File: config.mk
export PLATFORM = sky130hd
export DESIGN_NAME = monopix_ro_arbiter
export DESIGN_NICKNAME = d
export VERILOG_FILES = /design/src/rtl/monopix_ro_arbiter.sv
export SDC_FILE = /design/constraint.sdc
export NUM_CORES = 1
export LEC_CHECK = 0
export ABC_AREA = 1
export CAP_MARGIN = 20
export CORE_UTILIZATION = 30
export CTS_CLUSTER_SIZE = 16
export DETAILED_ROUTE_END_ITERATION = 8
export PLACE_DENSITY = 0.48
export SYNTH_ARGS = -nofsm -noshare
export SYNTH_HDL_FRONTEND = slang
export SYNTH_SLANG_ARGS = --single-unit
File: constraint.sdc
create_clock -name i_clk_bx -period 2.3 [get_ports i_clk_bx]
set_clock_uncertainty 0.2 [all_clocks]
set_input_delay 0.69 -clock i_clk_bx [delete_from_list [all_inputs] [get_ports i_clk_bx]]
set_output_delay 0.69 -clock i_clk_bx [all_outputs]
set_load 0.01 [all_outputs]
File: src/rtl/monopix_ro_arbiter.sv
// monopix_ro_arbiter: round-robin readout controller shared by the four MONOPIX flavors.
// Ports: i_clk_bx clock; i_rst_n sync active-low reset; i_en/i_token/i_data_in per-flavor
//        enable, TOKEN and serial OUT pads; o_freeze/o_read one-hot FREEZE/READ pads;
//        o_data_out/o_data_flavor/o_data_valid completed hit word; o_busy FSM not idle.
// Option: define MONOPIX_RO_GRAY_DECODE_EN to emit te/le in binary instead of raw Gray.
module monopix_ro_arbiter #(
  parameter int FREEZE_CYCLES = 3,
  parameter int READ_CYCLES   = 2,
  parameter int DATA_DLY      = 2,
  parameter int WORD_BITS     = 27
) (
  input  logic                 i_clk_bx,
  input  logic                 i_rst_n,
  input  logic [3:0]           i_en,
  input  logic [3:0]           i_token,
  input  logic [3:0]           i_data_in,
  output logic [3:0]           o_freeze,
  output logic [3:0]           o_read,
  output logic [WORD_BITS-1:0] o_data_out,
  output logic [1:0]           o_data_flavor,
  output logic                 o_data_valid,
  output logic                 o_busy
);
  typedef enum logic [2:0] {S_IDLE, S_FREEZE, S_READ, S_WAIT, S_SHIFT, S_ARB} state_t;
  state_t               r_state, w_nxt;
  logic [1:0]           r_sel, w_nxt_sel, r_last, w_win;
  logic [7:0]           r_cnt, w_nxt_cnt;
  logic [3:0]           w_req;
  logic                 w_any, w_strobe;
  logic [WORD_BITS-1:0] r_sr, w_word;
  assign w_req = i_token & i_en;
  assign w_any = |w_req;
  // Scan from the lowest priority (last served) up, so the nearest requester after it wins.
  always_comb begin
    w_win = r_last;
    for (int i = 3; i >= 0; i--)
      if (w_req[r_last + 2'(i + 1)]) w_win = r_last + 2'(i + 1);
  end
  always_comb begin
    w_nxt     = r_state;
    w_nxt_sel = r_sel;
    w_nxt_cnt = r_cnt + 8'd1;
    w_strobe  = 1'b0;
    case (r_state)
      S_IDLE: begin
        w_nxt_cnt = 8'd0;
        if (w_any) begin
          w_nxt     = S_FREEZE;
          w_nxt_sel = w_win;
        end
      end
      S_FREEZE:
        if (!i_token[r_sel]) begin
          w_nxt     = S_IDLE;
          w_nxt_cnt = 8'd0;
        end else if (r_cnt == 8'(FREEZE_CYCLES - 1)) begin
          w_nxt     = S_READ;
          w_nxt_cnt = 8'd0;
        end
      S_READ:
        if (r_cnt == 8'(READ_CYCLES - 1)) begin
          w_nxt     = S_WAIT;
          w_nxt_cnt = 8'd0;
        end
      S_WAIT:
        if (r_cnt == 8'(DATA_DLY - 1)) begin
          w_nxt     = S_SHIFT;
          w_nxt_cnt = 8'd0;
        end
      // WORD_BITS sampling cycles, then one cycle that publishes the word.
      S_SHIFT:
        if (r_cnt == 8'(WORD_BITS)) begin
          w_strobe  = 1'b1;
          w_nxt     = S_ARB;
          w_nxt_cnt = 8'd0;
        end
      S_ARB: begin
        w_nxt_cnt = 8'd0;
        w_nxt     = !w_any ? S_IDLE : (w_win == r_sel) ? S_READ : S_FREEZE;
        w_nxt_sel = w_any ? w_win : r_sel;
      end
      default: begin
        w_nxt     = S_IDLE;
        w_nxt_cnt = 8'd0;
      end
    endcase
  end
  always_comb begin
    w_word = r_sr;
`ifdef MONOPIX_RO_GRAY_DECODE_EN
    for (int i = 4; i >= 0; i--) begin
      w_word[15+i] = w_word[16+i] ^ r_sr[15+i];
      w_word[9+i]  = w_word[10+i] ^ r_sr[9+i];
    end
`endif
  end
  // Outputs are registered from the next state so they line up with the state register.
  always_ff @(posedge i_clk_bx) begin
    if (!i_rst_n) begin
      r_state       <= S_IDLE;
      r_sel         <= 2'd0;
      r_cnt         <= 8'd0;
      r_last        <= 2'd3;
      r_sr          <= '0;
      o_freeze      <= 4'd0;
      o_read        <= 4'd0;
      o_data_out    <= '0;
      o_data_flavor <= 2'd0;
      o_data_valid  <= 1'b0;
      o_busy        <= 1'b0;
    end else begin
      r_state <= w_nxt;
      r_sel   <= w_nxt_sel;
      r_cnt   <= w_nxt_cnt;
      if (r_state == S_SHIFT && r_cnt < 8'(WORD_BITS)) r_sr <= {r_sr[WORD_BITS-2:0], i_data_in[r_sel]};
      if (w_strobe) begin
        r_last        <= r_sel;
        o_data_out    <= w_word;
        o_data_flavor <= r_sel;
      end
      o_data_valid <= w_strobe;
      o_freeze     <= (w_nxt != S_IDLE) ? 4'd1 << w_nxt_sel : 4'd0;
      o_read       <= (w_nxt == S_READ) ? 4'd1 << w_nxt_sel : 4'd0;
      o_busy       <= w_nxt != S_IDLE;
    end
  end
endmodule
==> metrics, run 1 <==
WL final 7680 µm; Slew Limit Fails 0; worst reg2reg setup slack 250 ps; CP Capture Type output pin; wire length on met3 368 µm; Worst setup SP type flop; fmax 0.4630 GHz; Min-Delay Path Class reg2reg; CP top delay family buffers and inverters; Root Driver clkbuf_8; Lkg Pwr 1.738 nW; Seq cells post-synth 81; Total Routing Usage GR 14.22%; # Post-CTS Setup Buffers 0; Die Height 107.2 µm; Post-synth EDFFs 0; total number of vias 2977; Layout Cells excl Fill 660; Hold Crit Depth 2; Synth Cell Area 3322 µm²; Worst slew margin 73.12%; H-tree depth 3; commonest cells after routing, fill and taps aside 100 x nand2_1, 82 x nor2_1, 80 x dfxtp_1; period utilization 93.90%; critical path class reg2out; sw frac 25.27%; Placement Setup Slack -430.2 ps; status finished clean; Synth Instances 455; DP Wirelength 5164 µm; endpoints failing setup 0; final core utilization 40.17%; internal power 2.156 mW; first-pass GRT wire length 13080 µm; Initial DRC Count 180; YS warnings 0; Clk pin slew, worst setup/hold paths 90 ps; pin count of the biggest net entering global routing 34; asr flop ratio synth 0%; Hold Fails Final Rpt 0; layout cell share with drive strength beyond 1 12.69%; Worst Reg-to-Reg Cells 11; vias per cell 4.511; Clk pwr share 41.9%; Final ANT Viol Nets 0; hold bufs inserted after CTS 0; total power divided by cell area 665.6 nW/µm²; Reg2Reg Capture Point o_read[1]; worst-path cell chain clkdlybuf4s50_1; final net count 532; hold path start o_data_flavor[1]; post-synthesis sequential area ratio 48.81%; core area 10790 µm²; synth unique cells 32; switching power total 0.7290 mW; Num CTS Buffers 9; part of the power in registers 49.7%; maximum VDD drop 318.0 µV; Logic pwr share 8.4%; Routability Congestion 0.8014; Top FF cell, synth dfxtp_1; setup ws final 140.3 ps; worst hold slack 269.5 ps; I/O Buffers 52; CTS sink cnt 81; Min Clock Period, post-route 2160 ps; # rows 38; metal1 wirelength 3824 µm; I/O pin cnt 53; WHS Endpoint o_data_flavor[1]; commonest non-fill, non-tap cell in the layout nand2_1; DRC violations left 0; area growth from synthesis to layout 30.51%; Final Power 2.885 mW; CTS tree yes; Critical Path Max Stage Delay 550 ps; Slew @ Worst Pin 399.5 ps; max cap viols 0; WP data arrival 1270 ps; vias in the first global route 2858; die footprint 11500 µm²; total grt overflow 0; Starting Density 30.78%; DR top layer met4; Clock Latency Late Sink 350 ps; Worst R2R Start r_cnt[0]; Placed Cells 644; syn_nets 472; ant diodes 0; Max Root-Sink Buffers 2; slowest stage cell, crit path clkdlybuf4s50_1; crit path max fanout 2; Avg WL per Cell 11.64 µm; WL met2 3350 µm; TritonRoute pass-1 iters 4; WP buf/inv 1; chip width 107.2 µm; syn avg cell area 7.301 µm²; initial antenna violation count 0; WP data required 1410 ps
==> timing repair <==
action,in CTS,in global routing
setup endpoints to repair,10,19
pin swaps,4,7
gates resized for setup,9,13
==> layout make-up <==
class                      instances  area, µm²
sequential                        81       1623
fill                            1132       6457
multi-input combinational        320       1528
tap                              140      175.2
clock buffer                       9      123.9
inverter                          35      136.4
timing repair buffer              68      641.9
clock inverter                     7      107.6
==> metal layers <==
metal / GRT usage [%] / up-vias
li1: - / 1567
met3: 2.736 / 13
met5: 0 / -
met1: 18.62 / 1337
met2: 22.63 / 60
met4: 6.360 / 0
==> worst max path at each step <==
stage | startpoint | endpoint | depth (start not counted)
3_3_place_gp | i_token[3] | o_freeze[3] | 14
3_5_place_dp | i_token[1] | o_freeze[0] | 16
5_1_grt | i_token[2] | o_freeze[0] | 17
2_1_floorplan | i_en[1] | o_read[0] | 17
4_1_cts | i_token[3] | o_freeze[0] | 17
6_report | o_data_out[16] | o_data_out[16] | 1
==> state kept, by name, summed over array words and instances, names as in the netlist <==
name and cells:
o_busy 1, o_data_flavor 2, o_data_out 27, o_data_valid 1, o_freeze 4, o_read 4
r_cnt 8, r_last 2, r_sel 2, r_sr 27, r_state 3
==> kinds of logic after synthesis <==
kind of cell	synth area share, %
DFF	48.81
xor gates and xnor gates	1.318
buffers and inverters	6.704
and+or+nand+nor	30.62
AOI/OAI and AO/OA	11.41
adders and majority gates	1.130
==> synthesized netlist by cell type (6+ instances only) <==
master	instances	area, µm²
a21oi_1	35	175.2
buf_2	6	30.03
clkbuf_1	12	45.04
dfxtp_1	81	1622
inv_1	30	112.6
nand2_1	106	397.9
nand3_1	18	90.09
nand4_1	6	37.54
nor2_1	82	307.8
nor2_2	9	56.30
o21ai_0	33	165.2
==> power by group through the flow <==
stage | sequential, mW | combinational (mW) | clock, mW
CTS | 1.44 | 0.233 | 1.25
global route | 1.44 | 0.271 | 1.32
detailed placement | 1.47 | 0.229 | 0
floorplan | 1.47 | 0.127 | 0
global placement | 1.47 | 0.231 | 0
finish | 1.44 | 0.242 | 1.21
==> tightest hold or removal path: cells and delay by family (launching register included) <==
kind / cells / cell delay, ps
flip-flops: 1 / 320
AO/OA/AOI/OAI: 1 / 50
AND/OR/NAND/NOR: 1 / 60
==> metrics by stage <==
step	instance area, µm²	TNS (ps)
final	4335	0
after global routing	4335	-2.120
after CTS	4287	0
after detailed placement	4051	-7193
after global placement	4051	-6882
after floorplan	3322	0
No activity file was read; power rests on OpenSTA's default activity.
==> inputs of run 2 (changes only) <==
--- a/config.mk
+++ b/config.mk
@@ -10,7 +10,8 @@
 export CORE_UTILIZATION = 30
 export CTS_CLUSTER_SIZE = 16
 export DETAILED_ROUTE_END_ITERATION = 8
-export PLACE_DENSITY = 0.48
+export DONT_BUFFER_PORTS = 1
+export PLACE_DENSITY = 0.42
 export SYNTH_ARGS = -nofsm -noshare
 export SYNTH_HDL_FRONTEND = slang
 export SYNTH_SLANG_ARGS = --single-unit
==> run 2 against run 1 <==
Net effect: register-to-register slack hardly changed; via count fell by 8.7%; sequential share of layout area increased by 6.0 points; total power decreased by 2.5%; critical endpoint is now o_read[2]; largest power group unchanged.
==> metrics, run 2 (same netlist as run 1, synthesis figures left out) <==
Avg WL per Cell 12.36 µm (+6.3%); Min-Delay Path Class in2reg; WL final 7431 µm (-3.2%); hold bufs inserted after CTS 0 (unchanged); Routability Congestion 0.8440 (+5.3%); Total Routing Usage GR 13.72% (-0.50 points); RSZ-0062 raised after global routing false; status finished clean; critical path class reg2reg; Final Power 2.814 mW (-2.5%); total power divided by cell area 753.3 nW/µm² (+13%); Final ANT Viol Nets 0 (unchanged); Num CTS Buffers 9 (unchanged); period utilization 88.97% (-4.9 points); pin count of the biggest net entering global routing 34 (unchanged); final net count 473 (-11%); vias per cell 4.521 (+0.23%); crit path max fanout 6 (+4); Critical path origin r_cnt[0]; initial antenna violation count 0 (unchanged); final core utilization 34.60% (-5.6 points); fmax 0.4887 GHz (+5.5%); Hold Fails Final Rpt 0 (unchanged); Min Clock Period, post-route 2046 ps (-113.4 ps); Initial DRC Count 125 (-31%); first-pass GRT wire length 12320 µm (-5.8%); ant diodes 0 (unchanged); CTS sink cnt 81 (unchanged); WP data arrival 2090 ps (+820 ps); Layout Cells excl Fill 601 (-8.9%); Starting Density 30.78% (unchanged); Max Root-Sink Buffers 2 (unchanged); Slew @ Worst Pin 358.8 ps (-40.60 ps); Slew Limit Fails 0 (unchanged); switching power total 0.6586 mW (-9.7%); endpoints failing setup 0 (unchanged); H-tree depth 3 (unchanged); setup ws final 253.7 ps (+113.4 ps); Die Height 107.2 µm (unchanged); CP Capture Type flop; I/O Buffers 0 (-100%); total grt overflow 0 (unchanged); TritonRoute pass-1 iters 4 (unchanged); core area 10790 µm² (unchanged); hold path start i_rst_n; Clk pwr share 43.0% (+1.1 points); total number of vias 2717 (-8.7%); Logic pwr share 5.8% (-2.6 points); die footprint 11500 µm² (unchanged); Clk pin slew, worst setup/hold paths 80 ps (about the same); # rows 38 (unchanged); DRC violations left 0 (unchanged); Placed Cells 585 (-9.2%); maximum VDD drop 272.0 µV (-14%); DP Wirelength 4964 µm (-3.9%); Worst setup SP type flop; Clock Latency Late Sink 350 ps (about the same); WP data required 2340 ps (+930 ps); top flop regs o_data_out (27), r_sr (27), r_cnt (8); Lkg Pwr 1.476 nW (-15%); commonest cells after routing, fill and taps aside 106 x nand2_1, 82 x nor2_1, 80 x dfxtp_1; sw frac 23.41% (-1.9 points); vias in the first global route 2592 (-9.3%); layout cell share with drive strength beyond 1 10.85% (-1.8 points); Root Driver clkbuf_8; I/O pin cnt 53 (unchanged); Worst slew margin 76.08% (+3.0 points); area growth from synthesis to layout 12.43%; Final TNS setup 0 ps (unchanged); max cap viols 0 (unchanged); CTS tree yes; part of the power in registers 51.2% (+1.5 points); internal power 2.155 mW (about the same); Worst R2R Start r_cnt[0]; commonest non-fill, non-tap cell in the layout nand2_1; chip width 107.2 µm (unchanged); Placement Setup Slack 49.09 ps (+479.3 ps)
-- run 2: worst paths after layout --
| check | end | slack, ps | cells past startpoint |
|---|---|---|---|
| worst max register to register | o_read[2] | 250 | 11 |
| worst min-delay path | r_last[0] | 270 | 1 |
| worst min register to register | o_data_out[5] | 280 | 2 |
| worst max-delay path | o_read[2] | 250 | 11 |
-- run 2: through the flow --
step / instance area, µm² / hold slack (ps)
3_5_place_dp: 3491 / 271.2
6_report: 3735 / 265.8
3_3_place_gp: 3491 / 264.5
5_1_grt: 3735 / 252.6
4_1_cts: 3727 / 224.7
2_1_floorplan: 3322 / 240.5
-- run 2: cell type report --
cell class,count,area (µm²)
multi-input cells,320,1484
clock buffers,11,151.4
fillers,1164,7058
clock inverters,5,85.08
flip-flops and latches,81,1623
repair buffers,9,80.08
inverters,35,136.4
well taps,140,175.2
-- run 2: timing repair --
action                                  in CTS  in global routing
endpoints found under the setup margin       0                 14
setup buffers                                0                  0
resized for setup                            0                  2
-- run 2: layer usage --
layer	global-route usage (%)	routed length, µm	part of all wire, %	vias up
met2	20.46	3111	42	48
met4	7.045	147	2.0	0
met5	0	0	0	-
met3	3.526	432	5.8	10
li1	-	-	-	1449
met1	18.17	3740	50	1210
-- run 2: worst max-delay path, cell delays in order (launching register included) --
cell and delay, ps:
dfxtp_1 430, ha_1 240, nand2_1 100, nor4_2 290
nand2_1 130, inv_2 100, nor3_1 50, nand2_1 60
nor2_1 50, and2_4 170, nand2_4 90, nor2_2 40
-- run 2: power groups by stage --
stage                     Sequential, mW  Combinational [mW]  Clock [mW]
after CTS                           1.44               0.165        1.26
final                               1.44               0.162        1.21
after detailed placement            1.47               0.164           0
after global placement              1.47               0.165           0
after global routing                1.44               0.187        1.30
after floorplan                     1.47               0.127           0
==> inputs of run 3 (changes only) <==
--- a/config.mk
+++ b/config.mk
@@ -6,11 +6,11 @@
 export NUM_CORES = 1
 export LEC_CHECK = 0
 export ABC_AREA = 1
-export CAP_MARGIN = 20
 export CORE_UTILIZATION = 30
 export CTS_CLUSTER_SIZE = 16
 export DETAILED_ROUTE_END_ITERATION = 8
 export DONT_BUFFER_PORTS = 1
+export GPL_TIMING_DRIVEN = 0
 export PLACE_DENSITY = 0.42
 export SYNTH_ARGS = -nofsm -noshare
 export SYNTH_HDL_FRONTEND = slang
==> run 3 against run 2 <==
Net effect: critical endpoint is now r_cnt[3]; largest power group unchanged; critical path type unchanged; via count is 0.70% higher; setup slack worse by 2.7 ps; largest cell class unchanged; worst hold slack worse by 0.55 ps; highest routed layer unchanged.
==> metrics, run 3 (same netlist as run 1, synthesis figures left out) <==
vias per cell 4.485 (-0.79%); I/O Buffers 0 (unchanged); Total Routing Usage GR 14.52% (+0.80 points); layout cell share with drive strength beyond 1 11.28% (+0.43 points); Worst slew margin 62.78% (-13 points); DRC violations left 0 (unchanged); register area 1624 µm² (about the same); ant diodes 0 (unchanged); period utilization 89.09% (+0.12 points); Starting Density 30.78% (unchanged); Die Height 107.2 µm (unchanged); endpoints failing setup 0 (unchanged); slowest stage cell, crit path dfxtp_1; # rows 38 (unchanged); Clock Latency Late Sink 360 ps (about the same); total power divided by cell area 713.2 nW/µm² (-5.3%); max cap viols 0 (unchanged); critical path class reg2reg; Max Root-Sink Buffers 2 (unchanged); WL final 7680 µm (+3.4%); Root Driver clkbuf_8; worst-path cell chain inv_1 -> o21ai_0 -> o22ai_1 -> nand4_1 -> nor2_2 -> nor3_1 -> nor2_1 -> inv_2 -> or2_2 -> inv_1; Min-Delay Path Class reg2reg; total grt overflow 0 (unchanged); Slew Limit Fails 0 (unchanged); maximum VDD drop 263.5 µV (-3.1%); commonest non-fill, non-tap cell in the layout nand2_1; CTS sink cnt 81 (unchanged); status finished clean; area of the multi-input gates 1498 µm² (+0.93%); CP Capture Type flop; Clk pin slew, worst setup/hold paths 80 ps (about the same); TritonRoute pass-1 iters 4 (unchanged); crit-path most repeated cell inv_1; Initial DRC Count 119 (-4.8%); Worst setup SP type flop; WP data required 2410 ps (+70 ps); Avg WL per Cell 12.59 µm (+1.8%); Critical Path Max Stage Delay 380 ps (-50 ps); H-tree depth 3 (unchanged); core area 10790 µm² (unchanged); vias in the first global route 2593 (+0.039%); Hold Fails Final Rpt 0 (unchanged); DP Wirelength 5578 µm (+12%); Routability Congestion 0.8083 (-4.2%); top flop regs o_data_out (27), r_sr (27), r_cnt (8); total number of vias 2736 (+0.70%); Num CTS Buffers 9 (unchanged); worst hold slack 265.3 ps (-0.5520 ps); Lkg Pwr 1.464 nW (-0.77%); pin count of the biggest net entering global routing 20 (-41%); final net count 482 (+1.9%); final core utilization 34.42% (-0.19 points); hold bufs inserted after CTS 0 (unchanged); CTS tree yes; fmax 0.4880 GHz (-0.13%); WP data arrival 2160 ps (+70 ps); area growth from synthesis to layout 11.83%; I/O pin cnt 53 (unchanged); Slew @ Worst Pin 558.3 ps (+199.5 ps); Final ANT Viol Nets 0 (unchanged); commonest cells after routing, fill and taps aside 105 x nand2_1, 81 x nor2_1, 79 x dfxtp_1; Min Clock Period, post-route 2049 ps (+2.738 ps); die footprint 11500 µm² (unchanged); chip width 107.2 µm (unchanged); first-pass GRT wire length 12710 µm (+3.1%); Filler cells 1174 (+0.86%); initial antenna violation count 0 (unchanged); crit path max fanout 7 (+1)
[run 3: critical path: cells and delay by family (launching register included)]
family / cells / cell delay, ps
compound gates: 2 / 320
buf+inv: 3 / 290
flops: 1 / 380
simple gates: 5 / 830
[run 3: metal layers]
| layer | part of all wire (%) | global-route usage, % | wire [µm] |
|---|---|---|---|
| met1 | 51 | 19.07 | 3885 |
| met2 | 41 | 21.24 | 3160 |
| met3 | 6.9 | 5.714 | 527 |
| met4 | 1.4 | 5.577 | 105 |
| met5 | 0 | 0 | 0 |
[run 3: final timing paths]
kind / from / endpoint / slack [ps] / cells past startpoint
worst min register to register: r_cnt[0] / r_cnt[0] / 270 / 1
worst max register to register: r_sel[1] / r_cnt[3] / 250 / 10
worst max-delay path: r_sel[1] / r_cnt[3] / 250 / 10
worst min-delay path: r_cnt[0] / r_cnt[0] / 270 / 1
[run 3: area by class of cell]
cell class | instances | area share, %
clock buffers | 10 | 3.435
plain buffers | 18 | 2.391
flip-flops and latches | 81 | 43.72
well taps | 140 | 4.715
inverters | 35 | 3.671
multi-input cells | 320 | 40.32
clock inverters | 6 | 1.751
[run 3: report_power, final]
part	internal [mW]	switching, mW
clock network	0.506	0.539
logic	0.0533	0.111
registers	1.42	0.0214
total	1.98	0.672
[run 3: what timing repair did]
action / 4_1_cts / 5_1_grt
setup buffers: 0 / 0
setup endpoints to repair: 5 / 57
pin swaps: 0 / 2
gates resized for setup: 0 / 12
[run 3: stage by stage]
| stage | power, mW | setup TNS [ps] | setup slack (ps) | instance area (µm²) | instances |
|---|---|---|---|---|---|
| global placement | 1.637 | -27.59 | -7.128 | 3497 | 595 |
| CTS | 2.689 | 0 | 101.9 | 3686 | 610 |
| detailed placement | 1.636 | -3.501 | -3.445 | 3497 | 595 |
| global route | 2.795 | -0.03775 | -0.03775 | 3715 | 610 |
| floorplan | 1.594 | 0 | 234.6 | 3322 | 455 |
| finish | 2.650 | 0 | 251.0 | 3715 | 610 |
